### src/rtl/isp_frame_sequencer.sv
// Frame-level controller: runs Gaussian convolution then FAST per frame, with watchdogs, abort and error reporting.
// Optional build macro ISP_SEQ_PERF_CNT_EN adds a CONV_WAIT cycle counter reported on conv_cycles.
module isp_frame_sequencer #(
    parameter int X_MAX      = 200,
    parameter int Y_MAX      = 200,
    parameter int MAX_KERNEL = 3,
    parameter int TIMEOUT_W  = 20,
    localparam int XW = $clog2(X_MAX),
    localparam int YW = $clog2(Y_MAX),
    localparam int KW = $clog2(MAX_KERNEL)
) (
    input  logic          clk,
    input  logic          n_rst,
    input  logic          cfg_valid,
    output logic          cfg_ready,
    input  logic [XW-1:0] cfg_max_x,
    input  logic [YW-1:0] cfg_max_y,
    input  logic [2:0]    cfg_sigma,
    input  logic [KW-1:0] cfg_kernel_size,
    input  logic          frame_start,
    input  logic          abort,
    input  logic          err_clr,
    output logic          busy,
    output logic          frame_done,
    output logic          frame_err,
    output logic [1:0]    err_code,
    output logic          conv_new_trans,
    input  logic          conv_done,
    output logic [XW-1:0] conv_max_x,
    output logic [YW-1:0] conv_max_y,
    output logic [2:0]    conv_sigma,
    output logic [KW-1:0] conv_kernel_size,
    output logic          fast_start,
    input  logic          fast_done,
    output logic          buf_sel,
    output logic [15:0]   frame_count,
    output logic [31:0]   conv_cycles
);

    typedef enum logic [2:0] {
        IDLE, CONV_START, CONV_WAIT, FAST_START, FAST_WAIT, DONE, ERROR
    } state_t;

    localparam logic [1:0] ERR_NONE = 2'd0;
    localparam logic [1:0] ERR_CFG  = 2'd1;
    localparam logic [1:0] ERR_CONV = 2'd2;
    localparam logic [1:0] ERR_FAST = 2'd3;

    // Common width wide enough to compare extent against kernel_size-1
    localparam int LW = ((XW > YW) ? ((XW > KW) ? XW : KW) : ((YW > KW) ? YW : KW)) + 1;
    // Watchdog fires when the next increment would reach all-ones
    localparam logic [TIMEOUT_W-1:0] WD_LAST = {TIMEOUT_W{1'b1}} - TIMEOUT_W'(1);

    state_t                state_reg, state_next;
    logic [1:0]            err_code_reg, err_code_next;
    logic [TIMEOUT_W-1:0]  wd_reg, wd_next;
    logic [XW-1:0]         max_x_reg;
    logic [YW-1:0]         max_y_reg;
    logic [2:0]            sigma_reg;
    logic [KW-1:0]         kernel_reg;
    logic                  buf_sel_reg;
    logic [15:0]           frame_count_reg;

    logic                  cfg_load;
    logic                  frame_commit;
    logic                  cfg_legal;
    logic [LW-1:0]         k_ext, k_minus1, x_ext, y_ext;

    assign k_ext    = LW'(kernel_reg);
    assign k_minus1 = k_ext - LW'(1);
    assign x_ext    = LW'(max_x_reg);
    assign y_ext    = LW'(max_y_reg);
    // Odd implies non-zero, so k_minus1 never underflows when the other terms matter
    assign cfg_legal = kernel_reg[0] && (k_ext <= LW'(MAX_KERNEL))
                       && (x_ext >= k_minus1) && (y_ext >= k_minus1);

    assign cfg_load     = cfg_valid && cfg_ready;
    assign frame_commit = (state_reg == DONE) && !abort;

    always_comb begin
        state_next     = state_reg;
        err_code_next  = err_code_reg;
        wd_next        = wd_reg;
        cfg_ready      = 1'b0;
        busy           = 1'b0;
        conv_new_trans = 1'b0;
        fast_start     = 1'b0;
        frame_done     = 1'b0;
        frame_err      = 1'b0;
        case (state_reg)
            IDLE: begin
                cfg_ready = 1'b1;
                if (frame_start && !cfg_valid) begin
                    if (cfg_legal) begin
                        state_next = CONV_START;
                    end else begin
                        state_next    = ERROR;
                        err_code_next = ERR_CFG;
                    end
                end
            end
            CONV_START: begin
                busy           = 1'b1;
                conv_new_trans = 1'b1;
                wd_next        = '0;
                state_next     = CONV_WAIT;
            end
            CONV_WAIT: begin
                busy = 1'b1;
                if (conv_done) begin
                    state_next = FAST_START;
                end else if (wd_reg == WD_LAST) begin
                    state_next    = ERROR;
                    err_code_next = ERR_CONV;
                end else begin
                    wd_next = wd_reg + TIMEOUT_W'(1);
                end
            end
            FAST_START: begin
                busy       = 1'b1;
                fast_start = 1'b1;
                wd_next    = '0;
                state_next = FAST_WAIT;
            end
            FAST_WAIT: begin
                busy = 1'b1;
                if (fast_done) begin
                    state_next = DONE;
                end else if (wd_reg == WD_LAST) begin
                    state_next    = ERROR;
                    err_code_next = ERR_FAST;
                end else begin
                    wd_next = wd_reg + TIMEOUT_W'(1);
                end
            end
            DONE: begin
                busy       = 1'b1;
                frame_done = 1'b1;
                state_next = IDLE;
            end
            ERROR: begin
                frame_err = 1'b1;
                if (err_clr) begin
                    state_next    = IDLE;
                    err_code_next = ERR_NONE;
                end
            end
            default: begin
                state_next    = IDLE;
                err_code_next = ERR_NONE;
            end
        endcase
        // Abort beats done and timeout arriving in the same cycle
        if (busy && abort) begin
            state_next    = IDLE;
            err_code_next = ERR_NONE;
        end
    end

    always_ff @(posedge clk or negedge n_rst) begin
        if (!n_rst) begin
            state_reg       <= IDLE;
            err_code_reg    <= ERR_NONE;
            wd_reg          <= '0;
            max_x_reg       <= '0;
            max_y_reg       <= '0;
            sigma_reg       <= '0;
            kernel_reg      <= '0;
            buf_sel_reg     <= 1'b0;
            frame_count_reg <= '0;
        end else begin
            state_reg    <= state_next;
            err_code_reg <= err_code_next;
            wd_reg       <= wd_next;
            if (cfg_load) begin
                max_x_reg  <= cfg_max_x;
                max_y_reg  <= cfg_max_y;
                sigma_reg  <= cfg_sigma;
                kernel_reg <= cfg_kernel_size;
            end
            if (frame_commit) begin
                buf_sel_reg     <= ~buf_sel_reg;
                frame_count_reg <= frame_count_reg + 16'd1;
            end
        end
    end

    assign err_code         = err_code_reg;
    assign conv_max_x       = max_x_reg;
    assign conv_max_y       = max_y_reg;
    assign conv_sigma       = sigma_reg;
    assign conv_kernel_size = kernel_reg;
    assign buf_sel          = buf_sel_reg;
    assign frame_count      = frame_count_reg;

`ifdef ISP_SEQ_PERF_CNT_EN
    logic [31:0] perf_cnt_reg;
    logic [31:0] conv_cycles_reg;
    logic [31:0] perf_inc;

    // Count includes the cycle conv_done arrives in
    assign perf_inc = (perf_cnt_reg == 32'hFFFF_FFFF) ? perf_cnt_reg : perf_cnt_reg + 32'd1;

    always_ff @(posedge clk or negedge n_rst) begin
        if (!n_rst) begin
            perf_cnt_reg    <= '0;
            conv_cycles_reg <= '0;
        end else if (state_reg == CONV_START) begin
            perf_cnt_reg <= '0;
        end else if (state_reg == CONV_WAIT) begin
            perf_cnt_reg <= perf_inc;
            if (conv_done && !abort) begin
                conv_cycles_reg <= perf_inc;
            end
        end
    end

    assign conv_cycles = conv_cycles_reg;
`else
    assign conv_cycles = 32'd0;
`endif

endmodule

### config.mk
export PLATFORM = sky130hd
export DESIGN_NAME = isp_frame_sequencer
export DESIGN_NICKNAME = d
export VERILOG_FILES = /design/src/rtl/isp_frame_sequencer.sv
export SDC_FILE = /design/constraint.sdc
export NUM_CORES = 1
export LEC_CHECK = 0
export BUFFER_PORTS_ARGS = -buffer_cell sky130_fd_sc_hd__clkbuf_2
export CAP_MARGIN = 25
export CORE_UTILIZATION = 38
export CTS_CLUSTER_SIZE = 10
export DETAILED_ROUTE_END_ITERATION = 16
export PLACE_DENSITY = 0.59
export SYNTH_ARGS = -nofsm -noshare
export SYNTH_HDL_FRONTEND = slang
export SYNTH_SLANG_ARGS = --single-unit
### constraint.sdc
create_clock -name clk -period 4.8 [get_ports clk]
set_clock_uncertainty 0.05 [all_clocks]
set_input_delay 0.24 -clock clk [delete_from_list [all_inputs] [get_ports clk]]
set_output_delay 0.24 -clock clk [all_outputs]
set_load 0.01 [all_outputs]
### Yosys cells after proc, flatten, opt, wreduce, memory -nomap -nowiden

Index checks and enable logic that the tools add are counted.

| cells by class | value |
|---|---|
| multiplexer cells | 27 |
| bitwise logic cells | 1 |
| $lt $le $gt $ge | 3 |
| equal/unequal tests | 17 |
| reductions and logical operators | 17 |
| $add $sub $neg | 3 |

Operators with widths:

| operator | count |
|---|---|
| $mux 20 | 3 |
| $pmux 20 s3 | 1 |
| $mux 3 | 7 |
| $ne 3x3->1 const B | 7 |
| $add 20x1->20 const B | 1 |
| $eq 20x20->1 const B | 1 |
| $ge 8x9->1 | 2 |
| $pmux 3 s6 | 1 |
| $add 16x1->16 const B | 1 |
| $mux 2 | 8 |
| $pmux 2 s5 | 1 |
| $eq 3x3->1 const B | 3 |
| $reduce_and 8->1 | 1 |
| $logic_and 1x1->1 | 7 |
| $eq 3x2->1 const B | 2 |
| $mux 1 | 6 |
| $reduce_or 5->1 | 1 |
| $ne 2x2->1 const B | 2 |
| $eq 3x1->1 const B | 1 |
| $logic_not 3->1 | 1 |
| $reduce_and 3->1 | 1 |
| $reduce_bool 3->1 | 1 |
| $reduce_or 3->1 | 1 |
| $sub 2x1->3 const B | 1 |
| other kinds (6) | 7 |

| word-level totals | value |
|---|---|
| flip-flop bits (word level) | 63 |
| input bits | 29 |
| word-level logic and storage cells | 77 |

### Longest topological paths before layout

Gate-level depths: netlist (run 1).

| logic depth | value |
|---|---|
| depth after elaboration | 8 |
| gate-level depth with buffers | 10 |
| depth with buffers taken out | 10 |

### Worst setup path before layout (run 1)

Ideal clock, no wire load.

| timing path | value |
|---|---|
| path kind | register to register |
| start | register kernel_reg[0] (netlist: conv_kernel_size[0]) |
| end | register err_code_reg[0] (netlist: err_code[0]) |
| setup slack | 2206 ps |
| arrival time | 2420 ps |
| stages on the path, launching flop included | 11 |
| clock period less this slack | 2594 ps |
| cells stage by stage | dfrtp_1 > inv_1 > ha_1 > inv_1 > ha_1 > nor2_1 > a2bb2oi_1 > or3_1 > a32oi_2 > a221oi_2 > mux2_2 |

| between the ends | value |
|---|---|
| cells in the longest elaborated chain, start to end | 6 |

Ends and longest elaborated chain:

| what | line | text |
|---|---|---|
| start, declared | 60 | `logic [KW-1:0] kernel_reg;` |
| start signal, assigned | 179 | `kernel_reg <= cfg_kernel_size;` |
| $sub 2x1->3 or $le 2x2->1 (tied branches) | 70, 74 |  |
| $ge 8x9->1 or $logic_and 1x1->1 (tied branches) | 75, 74 |  |
| $logic_and 1x1->1 | 75 | `&& (x_ext >= k_minus1) && (y_ext >= k_minus1);` |
| $logic_and 1x1->1 * | 75 |  |
| $ne 3x3->1 (no source line) * | -- |  |
| $reduce_and 8->1 (no source line) * | -- |  |
| end signal, assigned | 173 | `err_code_reg <= err_code_next;` |
| end, declared | 55 | `logic [1:0] err_code_reg, err_code_next;` |

Every way passes the cells marked *; elsewhere a longest branch is shown, timed or not.
A chain may end at the register's enable or synchronous reset.

### Worst setup path after layout (run 1)

Ends and elaborated chain as after synthesis.

==> results of run 1 <==
==> metal layers <==
metal	routed length [um]	vias to the layer above
met5	0	-
met3	370	7
met1	3380	1230
met2	3050	71
met4	60	0
li1	-	1301
==> worst max path at each step <==
stage,to,depth (start not counted),slack (ps),from
6_report,err_code[0],10,1980,conv_kernel_size[0]
5_1_grt,err_code[0],10,1800,conv_kernel_size[0]
4_1_cts,err_code[0],10,1960,conv_kernel_size[0]
3_5_place_dp,err_code[0],10,1960,conv_kernel_size[0]
3_3_place_gp,err_code[0],10,2080,conv_kernel_size[0]
2_1_floorplan,err_code[0],10,2210,conv_kernel_size[0]
==> area by class of cell <==
| class | instances | area [sq um] | share of cell area (%) |
|---|---|---|---|
| tap | 129 | 161 | 3.84 |
| multi-input combinational | 263 | 1810 | 43.2 |
| sequential | 63 | 1580 | 37.5 |
| timing repair buffer | 76 | 385 | 9.17 |
| inverter | 12 | 45.0 | 1.07 |
| clock buffer | 9 | 124 | 2.95 |
| clock inverter | 7 | 97.6 | 2.32 |
==> kinds of logic after synthesis <==
group | after synthesis | share of synthesized area, %
adders and majority gates | 22 | 7.57
other | 1 | 0.103
muxes | 17 | 5.26
xor gates and xnor gates | 34 | 8.18
and+or+nand+nor | 114 | 16.4
DFF | 63 | 43.3
AOI/OAI and AO/OA | 44 | 9.11
buffers and inverters | 58 | 10.0
==> where the power goes <==
part | internal [W] | total, W | switching, W
Clock | 0.000293 | 0.000505 | 0.000212
Combinational | 0.000462 | 0.00104 | 0.000576
Sequential | 0.000675 | 0.000834 | 0.000159
==> metrics by stage <==
stage / instance area, sq um / hold WS [ps] / std cells
after global placement: 3980 / 392 / 543
final: 4200 / 15.8 / 559
after CTS: 4200 / 41.5 / 559
after global routing: 4200 / 52.9 / 559
after floorplan: 3750 / -106 / 384
after detailed placement: 3980 / 402 / 543
==> layout by cell type, fill, tap and decap left out, types with 2 or more instances in the layout <==
cell,count
dfrtp_1,63
clkinv_4,2
mux2_2,17
xnor2_1,14
ha_1,22
clkbuf_8,9
nor2_1,31
o32a_1,2
or3_1,2
and2_1,8
buf_4,2
nor3_1,2
a211oi_1,4
xor2_1,20
inv_1,10
nor2b_1,6
inv_2,2
clkinvlp_4,2
nand4_1,15
conb_1,32
nand2b_1,4
and4_1,2
a21oi_1,8
bufinv_16,2
clkbuf_2,74
and4_4,2
nand2_1,20
o21ai_0,13
nand3_1,13
and3_1,6
o31ai_1,2
==> metrics, run 1 <==
max_slew headroom=between 30% and 40%; Routed Antenna Nets=0; CP Max Fanout=14; routed vias=2609; Setup Fix Bufs, Post-CTS=0; clk sinks=63; Commonest cells post-synth=dfrtp_1 (63), buf_4 (38), nor2_1 (31), ha_1 (22); Netlist Area Pre-Place=0.00364 sq mm; Distinct cells, synth=46; Cell Chain, Critical Path=inv_1 > ha_1 > inv_1 > ha_1 > nor2_1 > a2bb2oi_1 > or3_1 > a32oi_2 > a221oi_2 > mux2_2; Yosys reg bits=63; CTS resizes=0; n_diodes=0; num rows=35; post-synth top area share=43.3%; crit path launch type=flip-flop; GR peak layer=met2; Power Dens Cells=566 mW/mm^2; H-Tree Level Count=3; worst-case clock buffer depth=2; crit path kind=flip-flop to flip-flop; Die Y=99.9 um; Worst path slowest cell=dfrtp_1; met2 Use GR=22.2%; peak supply drop=197 uV; CTS tree=built; gpl congestion=between 0.8 and 0.9; Max-Cap Viols=0; FF-to-FF Start=conv_kernel_size[0]; worst stage delay on the critical path=410 ps; Pleak=2.07 nW; total CTS buffers=9; vias per std cell=4.67; Placeable Area=0.00924 sq mm; share of cells above drive strength 1=between 20 and 30%; Critical Path RT=4970 ps; CP Buf/Inv Count=2; area of the die=about 0.01 sq mm; met1 usage=about a fifth; GR Layer Usage met3=under 10%; Mean Syn Cell Area=10.3 sq um; Post-synth EDFFs=0; CP delay by family, top=adder cells; Crit Reg-Reg Endpoint=err_code[0]; WL final=6860 um; later-pin clock latency in the skew report=340 ps; period utilisation layout=58.9%; area grow syn2layout=15.5%; Final setup viols=0; global-route wire length before repair=11300 um; leading area contributor after synthesis=dfrtp_1; Largest register FFs=20; Tightest Hold Check Type=primary input to async pin; nets=476; Avg WL per Cell=12.3 um; pre-CTS setup slack=roughly 2000 ps; Worst R2R Path Depth=10; setup TNS=0 ps; Initial Util=39.4%; All-Layer GR Usage=14.3%; Final Critical Period=between 2000 and 3000 ps; Power, Total=0.00238 W; initial antenna violation count=0; f_max=around 350 MHz; post-route setup slack=1980 ps; Final HPWL DP=5070 um; GRT overflow=0; reg2reg setup slack=about 2000 ps; Worst setup EP type=flip-flop; Die X=99.9 um; Synth Instances=353; largest net degree at the start of global routing=64; Root Driver=clkbuf_8; Port-buffer cells=74; ys flop type=dfrtp_1; Hold Buf Count CTS=0; sequential area share after synthesis=43.3%; I/O Pins=107; Critical Path AT=about 3000 ps; status=finished, final reports clean; RSZ-0062 raised after global routing=false; most numerous cell in the Yosys netlist=dfrtp_1; Synthesis Warnings=0; Final Hold Fails=0; # fillers=between 800 and 900; top cells by area, synth=dfrtp_1 (43%), buf_4 (7.8%), ha_1 (7.6%); Worst-Margin Slew=932 ps; First-pass DRT Iterations=4; final slew viol count=0; vias in the first global route=2418; DRC errors left=0; Starting DRT DRC Count=92; Reg clk slew, reported paths=approximately 70 ps; Async S/R FF share, synth=100%; Final Util=45.5%
Power figures use the tool's default switching activity.
==> run 2: changes to the inputs <==
--- a/config.mk
+++ b/config.mk
@@ -5,12 +5,13 @@
 export SDC_FILE = /design/constraint.sdc
 export NUM_CORES = 1
 export LEC_CHECK = 0
+export ABC_AREA = 1
 export BUFFER_PORTS_ARGS = -buffer_cell sky130_fd_sc_hd__clkbuf_2
 export CAP_MARGIN = 25
 export CORE_UTILIZATION = 38
 export CTS_CLUSTER_SIZE = 10
 export DETAILED_ROUTE_END_ITERATION = 16
-export PLACE_DENSITY = 0.59
+export PLACE_DENSITY = 0.58
 export SYNTH_ARGS = -nofsm -noshare
 export SYNTH_HDL_FRONTEND = slang
 export SYNTH_SLANG_ARGS = --single-unit
==> constraint.sdc (replaced) <==
create_clock -name clk -period 2.7 [get_ports clk]
set_clock_uncertainty 0.05 [all_clocks]
set_input_delay 0.135 -clock clk [delete_from_list [all_inputs] [get_ports clk]]
set_output_delay 0.135 -clock clk [all_outputs]
set_load 0.01 [all_outputs]
==> metrics, run 2 <==
n_diodes=0 (unchanged); routed vias=3627 (+39%); Final Critical Period=2420 ps (-404 ps); Commonest cells post-synth=nand2_1 (141), dfrtp_1 (63), inv_1 (57), nor2_1 (51), buf_4 (34); worst-case clock buffer depth=2 (unchanged); setup TNS=0 ps (unchanged); # fillers=1055 (+19%); Synth Instances=533 (+51%); f_max=413 MHz (+17%); routed metal-1 wire length=4390 um (+30%); met3 wire len=325 um (-12%); Setup Fix Bufs, Post-CTS=0 (unchanged); total CTS buffers=9 (unchanged); RSZ-0062 raised after global routing=false; P_sw=0.00200 W (+110%); period utilisation layout=89.7% (+31 points); Clk pwr share=20.2% (-1.0 points); Async S/R FF share, synth=100% (unchanged); Root Driver=clkbuf_8; Power Dens Cells=928 mW/mm^2 (+64%); I/O Pins=107 (unchanged); largest net degree at the start of global routing=39 (-39%); Hold Buf Count CTS=21 (+21); Distinct cells, synth=33 (-28%); Die X=107 um (+6.7%); vias per std cell=4.69 (+0.40%); Largest register FFs=20 (unchanged); Seq pwr share=33.2% (-1.9 points); Routed Antenna Nets=0 (unchanged); CP most frequent cell=nand2_1; metal2 WL=4550 um (+49%); area grow syn2layout=19.8%; Initial Util=39.7% (+0.29 points); area of the die=0.0113 sq mm (+14%); most frequent cells in the layout=nand2_1 (141), clkbuf_2 (74), dfrtp_1 (63); crit path launch type=flip-flop; Worst setup EP type=flip-flop; DRC errors left=0 (unchanged); Avg WL per Cell=12.1 um (-1.6%); Mean Syn Cell Area=7.79 sq um (-24%); Placeable Area=0.0105 sq mm (+13%); WL final=9350 um (+36%); hold slack=32.5 ps (+16.7 ps); most numerous cell in the Yosys netlist=nand2_1; All-Layer GR Usage=17.4% (+3.2 points); peak supply drop=407 uV (+110%); crit path kind=flip-flop to flip-flop; Cell Chain, Critical Path=inv_1 > ha_1 > inv_1 > ha_1 > nand2_1 > nand2_1 > nand2_1 > nand2_1 > nor2_1 > nand3_1 > nand4_1 > nand2_1 > nand2_1 > nand2_1; Critical Path RT=2870 ps (-2100 ps); vias in the first global route=3417 (+41%); max layer used=met4; nets=684 (+44%); status=finished, final reports clean; worst stage delay on the critical path=400 ps (about the same); Starting DRT DRC Count=204 (+120%); post-synth top area share=38.0% (-5.3 points); Synthesis Warnings=0 (unchanged); max_slew headroom=63.2% (+25 points); later-pin clock latency in the skew report=330 ps (about the same); share of cells above drive strength 1=19.6% (-8.5 points); placed cell count=737 (+36%); H-Tree Level Count=3 (unchanged); CTS resizes=0 (unchanged); Pleak=2.59 nW (+25%); Netlist Area Pre-Place=0.00415 sq mm (+14%); Critical Path AT=2590 ps (-410 ps); num rows=37 (+5.7%); Gate power share=46.6% (+2.9 points); Worst-Margin Slew=549 ps (-382 ps); Non-Filler Instances=774 (+38%); gpl congestion=0.868 (+6.4%); First-pass DRT Iterations=4 (unchanged); Final HPWL DP=6990 um (+38%); final slew viol count=0 (unchanged); sequential area share after synthesis=38.0% (-5.3 points); leading area contributor after synthesis=dfrtp_1; ys flop type=dfrtp_1; top cells by area, synth=dfrtp_1 (38%), nand2_1 (13%), ha_1 (6.6%); most common cell after layout, fill and taps aside=nand2_1; Internal=0.00261 W (+83%); CTS tree=built; Tightest Hold Check Type=primary input to flip-flop; Yosys reg bits=63 (unchanged); Port-buffer cells=74 (unchanged); initial antenna violation count=0 (unchanged); Switching Fraction=43.3% (+3.5 points); Final setup viols=0 (unchanged); Die Y=107 um (+6.7%); Final Util=47.5% (+2.0 points); GRT overflow=0 (unchanged); Power, Total=0.00461 W (+94%); Post-synth EDFFs=0 (unchanged); Reg clk slew, reported paths=80 ps (about the same); Final Hold Fails=0 (unchanged); CP Max Fanout=15 (+1); Max-Cap Viols=0 (unchanged); Worst path slowest cell=dfrtp_1; clk sinks=63 (unchanged); global-route wire length before repair=16000 um (+41%)
## run 2: through the flow
stage          cell area, sq um  worst slack (ps)
4_1_cts                    4970               246
5_1_grt                    4970              55.8
3_5_place_dp               4540               273
3_3_place_gp               4540               428
6_report                   4970               279
2_1_floorplan              4270               563
## run 2: logic make-up (layout without fill, tap and decap cells)
kind of cell             Yosys count  in the layout  share of synthesized area [%]
AO/OA/AOI/OAI                     36             36                           4.88
XOR/XNOR                          25             25                           5.28
adder cells (fa/ha/maj)           22             22                           6.63
buffers and inverters            104            178                           12.8
flip-flops                        63             63                           38.0
multiplexers                      15             15                           4.07
other                              1             32                         0.0904
AND/OR/NAND/NOR                  267            267                           28.3
## run 2: worst paths after layout
check	start	to	slack, ps	depth (start not counted)
min	cfg_kernel_size[0]	conv_kernel_size[0]	30	3
max reg2reg	conv_kernel_size[0]	err_code[1]	280	14
min in group asynchronous	n_rst	frame_count[14]	70	2
min reg2reg	buf_sel	buf_sel	420	1
max in group asynchronous	n_rst	state_reg[0]	1870	3
max	conv_kernel_size[0]	err_code[1]	280	14
## run 2: cell type report
class	count	area, sq um	area share, %
flip-flops and latches	63	1580	31.7
repair buffers	98	603	12.1
clock inverters	5	81.3	1.64
multi-input cells	397	2160	43.4
inverters	64	240	4.83
clock buffers	11	141	2.84
well taps	136	170	3.42
## run 2: worst max-delay path, delay by kind of cell, from the launching register on
kind / cells / cell delay, ps
and+or+nand+nor: 10 / 800
buffers and inverters: 2 / 470
DFF: 1 / 400
adders and majority gates: 2 / 580
## run 2: power by group through the flow
| stage | registers [W] | clock network (W) | logic, W |
|---|---|---|---|
| after global routing | 0.00158 | 0.000995 | 0.00247 |
| after global placement | 0.00154 | 0 | 0.00209 |
| after CTS | 0.00153 | 0.000962 | 0.00217 |
| after floorplan | 0.00159 | 0 | 0.00150 |
| final | 0.00153 | 0.000930 | 0.00215 |
| after detailed placement | 0.00155 | 0 | 0.00213 |
## run 2: metal layers
| layer | track usage (%) | vias to the layer above |
|---|---|---|
| met3 | 2.76 | 6 |
| met1 | 22.5 | 1678 |
| li1 | - | 1842 |
| met2 | 29.9 | 101 |
| met4 | 5.38 | 0 |
| met5 | 0 | - |
